### config.mk
export PLATFORM = sky130hd
export DESIGN_NAME = alu_arbiter
export DESIGN_NICKNAME = d
export VERILOG_FILES = /design/src/rtl/alu_arbiter.sv
export SDC_FILE = /design/constraint.sdc
export NUM_CORES = 1
export LEC_CHECK = 0
export CAP_MARGIN = 10
export CORE_ASPECT_RATIO = 1.75
export CORE_MARGIN = 4
export CORE_UTILIZATION = 55
export DETAILED_ROUTE_END_ITERATION = 6
export PLACE_DENSITY = 0.9
export SLEW_MARGIN = 20
export SYNTH_ARGS = -nofsm -noshare
export SYNTH_HDL_FRONTEND = slang
export SYNTH_HIERARCHICAL = 1
export SYNTH_SLANG_ARGS = --single-unit
### constraint.sdc
create_clock -name clk -period 6 [get_ports clk]
set_clock_uncertainty 0.15 [all_clocks]
set_input_delay 1.2 -clock clk [delete_from_list [all_inputs] [get_ports clk]]
set_output_delay 1.2 -clock clk [all_outputs]
set_load 0.01 [all_outputs]
### src/rtl/alu_arbiter.sv
// alu_arbiter: round-robin sharing of one combinational ALU between two valid/ready requesters
// ALU codes: 0 add, 1 sub, 2 and, 3 or, 4 xor, 5 not A, 6 A<<1, 7 signed A<B
module ALU #(
  parameter int W  = 6,
  parameter int FW = 3
) (
  input  logic [W-1:0]  A,
  input  logic [W-1:0]  B,
  input  logic [FW-1:0] fxn,
  output logic [W-1:0]  X
);
  always_comb begin
    case (fxn)
      3'd0:    X = A + B;
      3'd1:    X = A - B;
      3'd2:    X = A & B;
      3'd3:    X = A | B;
      3'd4:    X = A ^ B;
      3'd5:    X = ~A;
      3'd6:    X = {A[W-2:0], 1'b0};
      default: X = {{(W-1){1'b0}}, $signed(A) < $signed(B)};
    endcase
  end
endmodule

module alu_arbiter #(
  parameter int W  = 6,
  parameter int FW = 3
) (
  input  logic          clk,
  input  logic          reset,
  input  logic          req0_valid,
  output logic          req0_ready,
  input  logic [W-1:0]  req0_a,
  input  logic [W-1:0]  req0_b,
  input  logic [FW-1:0] req0_fxn,
  input  logic          req1_valid,
  output logic          req1_ready,
  input  logic [W-1:0]  req1_a,
  input  logic [W-1:0]  req1_b,
  input  logic [FW-1:0] req1_fxn,
  output logic          rsp0_valid,
  output logic [W-1:0]  rsp0_x,
  input  logic          rsp0_ready,
  output logic          rsp1_valid,
  output logic [W-1:0]  rsp1_x,
  input  logic          rsp1_ready,
  output logic          busy,
  output logic [7:0]    ops_done
);
  typedef enum logic [1:0] {IDLE, EXEC, RESP} state_t;
  state_t        r_state;
  logic          r_last, r_id, r_v0, r_v1;
  logic [W-1:0]  r_a, r_b, r_x0, r_x1;
  logic [FW-1:0] r_fxn;
  logic [7:0]    r_ops;
  logic          w_idle, w_g0, w_g1, w_rsp_rdy;
  logic [W-1:0]  w_x;
  // readies are held low while reset is asserted, even though the state already reads IDLE
  assign w_idle     = (r_state == IDLE) & ~reset;
  assign w_g1       = req1_valid & (~req0_valid | ~r_last);
  assign w_g0       = req0_valid & ~w_g1;
  assign req0_ready = w_idle & w_g0;
  assign req1_ready = w_idle & w_g1;
  assign w_rsp_rdy  = r_id ? rsp1_ready : rsp0_ready;
  assign rsp0_valid = r_v0;
  assign rsp1_valid = r_v1;
  assign rsp0_x     = r_x0;
  assign rsp1_x     = r_x1;
  assign busy       = r_state != IDLE;
  assign ops_done   = r_ops;
  ALU #(.W(W), .FW(FW)) u_alu (.A(r_a), .B(r_b), .fxn(r_fxn), .X(w_x));
  always_ff @(posedge clk or posedge reset) begin
    if (reset) begin
      r_state <= IDLE;
      r_last  <= 1'b1;
      r_id    <= 1'b0;
      r_v0    <= 1'b0;
      r_v1    <= 1'b0;
      r_a     <= '0;
      r_b     <= '0;
      r_fxn   <= '0;
      r_x0    <= '0;
      r_x1    <= '0;
      r_ops   <= '0;
    end else begin
      case (r_state)
        IDLE: if (w_g0 | w_g1) begin
          r_a     <= w_g1 ? req1_a : req0_a;
          r_b     <= w_g1 ? req1_b : req0_b;
          r_fxn   <= w_g1 ? req1_fxn : req0_fxn;
          r_id    <= w_g1;
          r_state <= EXEC;
        end
        EXEC: begin
          if (r_id) begin
            r_x1 <= w_x;
            r_v1 <= 1'b1;
          end else begin
            r_x0 <= w_x;
            r_v0 <= 1'b1;
          end
          r_state <= RESP;
        end
        RESP: if (w_rsp_rdy) begin
          r_v0    <= 1'b0;
          r_v1    <= 1'b0;
          r_last  <= r_id;
          r_ops   <= r_ops + 8'd1;
          r_state <= IDLE;
        end
        default: r_state <= IDLE;
      endcase
    end
  end
endmodule

### Yosys cells after proc, flatten, opt, wreduce, memory -nomap -nowiden

Cells that the tools add are included.

* $add $sub $neg: 3
* $lt $le $gt $ge: 1
* equal/unequal tests: 12
* mux-type cells: 13
* bitwise logic cells: 16
* reductions and logical operators: 11

Operators by type and width (number)
* $pmux W6 S7: 1
* $mux W6: 2
* $reduce_and A2 Y1: 5
* $eq A3 B3 Y1 const B: 3
* $add A8 B1 Y8 const B: 1
* $add A6 B6 Y6: 1
* $and A6 B6 Y6: 1
* $eq A3 B2 Y1 const B: 2
* $lt A6 B6 Y1: 1
* $ne A2 B2 Y1 const B: 3
* $not A6 Y6: 1
* $or A6 B6 Y6: 1
* $pmux W2 S3: 1
* $reduce_and A3 Y1: 2
* $sub A6 B6 Y6: 1
* $xor A6 B6 Y6: 1
* $and A1 B1 Y1: 5
* $not A1 Y1: 5
* $mux W1: 4
* $mux W2: 2
* $pmux W1 S2: 2
* $reduce_bool A2 Y1: 2
* $eq A3 B1 Y1 const B: 1
* $logic_not A3 Y1: 1
* 6 further kinds: 7

* bits in registers: 41
* input bits: 36

### Logic depth before layout (Yosys ltp)

* depth after elaboration: 8
* mapped depth: 10
* depth with buffers taken out: 10

### Hierarchy

Netlist, hierarchy kept.

By module, submodules not included
* alu_arbiter: instances 1, cells each 134, area each 1876.8 µm², sequential area each 1027.2 µm²
* ALU: instances 1, cells each 116, area each 868.3 µm², sequential area each 0.0 µm²

### Worst setup path before layout

OpenSTA, ideal clock, no wires.

* path kind: in2out
* start: input reset
* end: output req0_ready
* arrival time: 2505 ps
* slack: 2145 ps
* cell stages on the path: 2
* path buffers: 0
* path through: inv_1 -> and4_2

* longest elaborated chain between the ends: 3

Ends and longest elaborated chain
* start, declared: line 31 `input logic reset,`
* $not A1 Y1: line 60 `assign w_idle = (r_state == IDLE) & ~reset;`
* $and A1 B1 Y1: line 60
* $and A1 B1 Y1: line 63 `assign req0_ready = w_idle & w_g0;`
* end, declared: line 33 `output logic req0_ready,`

No other way between the ends.

### Worst setup path in the final report

* start: input req0_valid
* end: output req0_ready

* longest elaborated chain between the ends: 6

Ends and longest elaborated chain
* start, declared: line 32 `input logic req0_valid,`
* $not A1 Y1: line 61 `assign w_g1 = req1_valid & (~req0_valid | ~r_last);`
* $or A1 B1 Y1: line 61
* $and A1 B1 Y1: line 61
* $not A1 Y1: line 62 `assign w_g0 = req0_valid & ~w_g1;`
* $and A1 B1 Y1 *: line 62
* $and A1 B1 Y1 *: line 63

Mark *: on every way between the ends. The rest lies on a longest branch, timed or not.

==> impl_results.md <==
* Synth Net Count at between 300 and 400
* Hold-critical path endpoint: ops_done[7]
* Total iterations of the first detailed-routing run at 5
* RSZ-0062 raised after global routing: false
* Largest net degree at the start of global routing at 42
* GR Layer Usage met3 at 0.0268
* Worst r2r dst: rsp0_x[0]
* Antenna viol nets, final at 0
* Initial antenna violation count at 0
* CTS Root Cell: clkbuf_8
* HPWL after detailed placement at 4860 um
* Sequential Power Share at 0.306
* Setup Buffers After CTS at 0
* Pwr/cell area at 572 mW/mm2
* Total power draw at 1.98 mW
* Residual DRC at 0
* Comb pwr share at 0.579
* Ant. Diodes at 0
* I/O pin total at 61
* Finished Layout Cells at 360
* Worst-margin pin slew at roughly 0.89 ns
* Post-synth top area cell: dfrtp_1
* Sink Count at 41
* R2R Path Start: r_a[0]
* Max cap viols at 0
* DR WL/cell at 17.7 um
* Die Area at 0.00623 mm2
* Post-synth EDFFs at 0
* Placed Instance Area at 0.00334 mm2
* Placed cell count at 352
* GR Layer Usage met1 at 0.263
* DR iter-0 viols at 74
* Post-DR vias/cell at 5.91
* Initial core utilization at 0.578
* Top cells by area, synth: dfrtp_1, mux2_2, ha_1
* I/O Buffers at 60
* Crit. End Element: primary output
* Crit path kind: input port to primary output
* Synth top area share at 0.365
* Die X at 61.4 um
* Endpoints failing setup at 0
* Min cycle time layout at 4.61 ns
* Crit path required time at 4.65 ns
* Count leader, synth: dfrtp_1
* CTS tree: yes
* Max Fclk at between 200 and 250 MHz
* Share of cells above drive strength 1 at 0.195
* Status: complete, no violations
* Post-synth top cells: dfrtp_1, mux2_2, ha_1, inv_1, a21oi_1
* Final period utilization at 0.768
* First-pass GRT wire length at 10500 um
* TritonCTS buffer count at 5
* P_int at between 1 and 1.5 mW
* Chip height at 101 um
* CP Launch Type: input port
* Busiest layer in global routing: met2
* Fraction of registers with async set/reset at 1.00
* Gr usage total at 0.225
* Seq/Total Area, Yosys at 0.374
* Post-cts gate resize count at 0
* Net Sw Power at between 0.8 and 0.9 mW
* Library cells used by synthesis at 55
* Clock transition at path regs at 0.09 ns
* Hold Path Depth at 1
* H-tree depth at 2
* Core area at 0.00475 mm2
* Setup TNS at 0 ns
* Worst slew margin relative to its limit at 0.407
* R2r worst-path depth at 9
* #FFs+latches synth at 41
* Congestion Overflow GR at 0
* Nets at 364
* Final hold violations at 0
* Longest Clk Path Bufs at 2
* Met2 Resource Use GR at 0.399
* Clock share of power at 0.115
* Total Wirelength at 6380 um
* Mean Syn Cell Area at between 10 and 15 um2
* Vias in the first global route at between 2000 and 2500
* Post-synthesis cell area at 0.00275 mm2
* CP arrival at between 3 and 4 ns
* Post-Syn Instances at between 200 and 300
* Worst vdd ir at 0.347 mV
* Crit Path Max Fanout at 18
* Syn-to-layout area delta at 25.8%
* Total number of vias at between 2000 and 2500
* Leakage at around 1.5 nW
* Final RePlAce weighted congestion at around 0.92
* Row count at 33
* Ys flop type: dfrtp_1
* Fin. max-slew vios at 0
* Yosys warnings at 6
* Finished Core Util at 0.728
* Sw Share at 0.425
* Hold Startpoint: ops_done[7]
* Design area at between 0.003 and 0.004 mm2
* R2r setup slk at around 3.3 ns
* Worst hold path type: flip-flop to flip-flop
* CTS Hold Buffers Added at 0
* Clock Latency Late Sink at 0.30 ns
[logic make-up after synthesis]
family / after synthesis / synth area share
mux: 52 / 0.225
simple gates: 47 / 0.0962
compound gates: 44 / 0.107
flops: 41 / 0.374
buf+inv: 33 / 0.0579
fa+ha+maj: 21 / 0.101
xor+xnor: 12 / 0.0383
[sequential cells by signal, summed over array words and instances (netlist names), 2 cells and up]
| register | count |
|---|---|
| r_state | 2 |
| r_b | 6 |
| ops_done | 8 |
| r_a | 6 |
| rsp0_x | 6 |
| rsp1_x | 6 |
| r_fxn | 3 |
[through the flow]
step           setup slack [ns]  hold slack (ns)
2_1_floorplan              2.15            0.324
3_3_place_gp               1.42            0.312
3_5_place_dp               1.38            0.320
4_1_cts                    1.38            0.336
5_1_grt                    1.32            0.359
6_report                   1.39            0.328
[layer usage]
| layer | routed length, um | vias to the layer above |
|---|---|---|
| met3 | 197 | 19 |
| met2 | 3570 | 68 |
| met4 | 227 | 0 |
| li1 | - | 1002 |
| met1 | 2380 | 1039 |
| met5 | 0 | - |
[layout by cell type (no fill, tap or decap), types with 5 or more instances in the layout]
cell / n
inv_1: 19
xnor2_1: 5
dfrtp_1: 40
clkdlybuf4s50_1: 60
mux2_2: 38
clkbuf_8: 5
nand3_1: 5
nor2_1: 8
xor2_1: 7
a21oi_1: 12
ha_1: 19
mux2_4: 7
nand2_1: 8
[area by class of cell]
cell class,count,area (um2)
clock buffer,5,68.8
clock inverter,3,43.8
fill,316,1290
inverter,22,82.6
multi-input combinational,176,1560
sequential,41,1030
tap,52,65.1
timing repair buffer,61,608
[power by group through the flow]
stage | sequential [mW] | combinational, mW | clock, mW
after detailed placement | 0.607 | 1.13 | 0
final | 0.606 | 1.14 | 0.227
after global routing | 0.632 | 1.25 | 0.243
after global placement | 0.598 | 1.09 | 0
after CTS | 0.604 | 1.14 | 0.230
after floorplan | 0.550 | 0.823 | 0
[critical path, stage by stage]
cell             delay, ns
clkdlybuf4s50_1       0.53
a21bo_1               0.65
and4_2                0.33
clkdlybuf4s50_1       0.54
[worst max path at each step]
stage,startpoint,to,slack (ns),cells past startpoint
finish,req0_valid,req0_ready,1.39,4
global route,req0_valid,req0_ready,1.32,4
CTS,req0_valid,req0_ready,1.38,4
detailed placement,req0_valid,req0_ready,1.38,4
global placement,req0_valid,req0_ready,1.42,4
floorplan,reset,req0_ready,2.15,2
No activity file was read; power rests on OpenSTA's default activity.
==> variant: new RTL, same flow settings <==
`W` is set to 6 in 2 places; all go to 8.
--- a/src/rtl/alu_arbiter.sv
+++ b/src/rtl/alu_arbiter.sv
@@ -2,5 +2,5 @@
 // ALU codes: 0 add, 1 sub, 2 and, 3 or, 4 xor, 5 not A, 6 A<<1, 7 signed A<B
 module ALU #(
-  parameter int W  = 6,
+  parameter int W  = 8,
   parameter int FW = 3
 ) (
@@ -25,5 +25,5 @@
 
 module alu_arbiter #(
-  parameter int W  = 6,
+  parameter int W  = 8,
   parameter int FW = 3
 ) (
Ports: changed (6 resized); port bits go from 61 to 73. No check against the original RTL was run, so the function may have changed too.
==> variant against the unedited design <==
- critical path depth stayed put
- power is 26% higher
- maximum frequency increased by 6.8%
- worst setup slack gained 0.29 ns
- die area increased by 25%
- synthesized area grew 28%
- cell area grew 25%
- sequential share of layout area shrank 1.3 points
- combinational power is 38% higher
- sequential cell count rose by 8
- sequential power rose by 22%
- routed wire length grew 32%
- first-iteration DRC count grew to 3.3 times the old value
==> variant: results (changes against the unedited design) <==
| Metric | Value |
|---|---|
| Synth area leaders | `dfrtp_1 (34%), mux2_2 (13%), ha_1 (9.3%)` |
| Hold EP | `ops_done[7]` |
| Max VDD drop | `388 uV (+12%)` |
| FF-to-FF End | `rsp0_x[4]` |
| CP max-delay cell | `clkdlybuf4s50_1` |
| Slew @ Worst Pin | `0.836 ns (-0.0532 ns)` |
| Root Driver | `clkbuf_8` |
| Total Nets Final | `466 (+28%)` |
| First-pass GRT wire length | `13.9 mm (+33%)` |
| Netlist cell types | `54 (-1.8%)` |
| R2R Setup Slk | `3.17 ns (-0.09 ns)` |
| DP HPWL | `6.38 mm (+31%)` |
| Share of layout cells above drive strength 1 | `0.203 (+0.00773)` |
| Wire length per cell | `17.7 um (about the same)` |
| CP Max Fanout | `22 (+4)` |
| WHS | `0.335 ns (+0.00741 ns)` |
| Tot GR Track Use | `0.233 (+0.00817)` |
| Leakage | `0.00190 uW (+24%)` |
| Largest net degree at the start of global routing | `50 (+19%)` |
| Initial DRC count | `245 (+230%)` |
| Worst hold path type | `reg -> reg` |
| Sequential-to-total area share from yosys stat | `0.350 (-0.0237)` |
| Post-synth net total | `400 (+30%)` |
| Vias | `2800 (+32%)` |
| CP peak stage delay | `0.55 ns (-0.10 ns)` |
| CP arrival | `2.97 ns (-0.29 ns)` |
| Synth top cells by count | `dfrtp_1 (48), mux2_2 (40), inv_1 (29)` |
| Vias in the first global route | `3002 (+34%)` |
| Number of port buffers | `72 (+20%)` |
| Setup WS pre-CTS | `1.69 ns (+0.309 ns)` |
| Ys async rst share | `1.00 (unchanged)` |
| Initial DRT Pass Iterations | `4 (-1)` |
| Placer Congestion | `0.908 (-1.6%)` |
| FILL cells | `437 (+38%)` |
| Status | `finished, final reports clean` |
## variant: final cells by class
class	count	area, um2	area share
sequential	49	1230	0.284
timing repair buffer	74	736	0.170
clock buffer	6	72.6	0.0168
clock inverter	2	15.0	0.00348
tap	80	100	0.0232
inverter	31	116	0.0269
multi-input combinational	233	2050	0.475
## variant: cells by family (layout without fill, tap and decap cells)
kind of cell / after synthesis / after routing / share of synthesized area
XOR/XNOR: 13 / 13 / 0.0325
AND/OR/NAND/NOR: 57 / 57 / 0.0925
flip-flops: 49 / 49 / 0.350
adder cells (fa/ha/maj): 28 / 28 / 0.104
buffers and inverters: 46 / 113 / 0.0632
AO/OA/AOI/OAI: 71 / 71 / 0.131
multiplexers: 64 / 64 / 0.226
## variant: worst max-delay path: cells and delay by family
kind / cells / cell delay [ns]
buf+inv: 2 / 1.09
compound gates: 1 / 0.41
simple gates: 1 / 0.26
## variant: worst max path at each step
stage,from,to,slack [ns],cells after the start
floorplan,reset,req0_ready,2.01,2
global placement,req0_valid,req0_ready,1.74,4
detailed placement,req0_valid,req0_ready,1.69,4
CTS,req0_valid,req0_ready,1.67,4
global route,req0_valid,req0_ready,1.64,4
finish,req0_valid,req0_ready,1.68,4
## variant: where the power goes
| group | switching, uW | internal [uW] | total, uW |
|---|---|---|---|
| clock network | 115 | 82.3 | 197 |
| registers | 242 | 496 | 738 |
| logic | 779 | 787 | 1570 |
## variant: through the flow
step | instances | utilization | cell area, um2
finish | 475 | 0.699 | 4320
global route | 475 | 0.699 | 4320
CTS | 475 | 0.699 | 4320
detailed placement | 467 | 0.685 | 4230
global placement | 467 | 0.685 | 4230
floorplan | 328 | - | 3500
## variant: per-layer routing
metal,part of all wire,vias up,track usage
met5,0,-,0
met4,0.041,0,0.104
met3,0.037,31,0.0355
met2,0.56,101,0.421
met1,0.37,1374,0.257
li1,-,1294,-
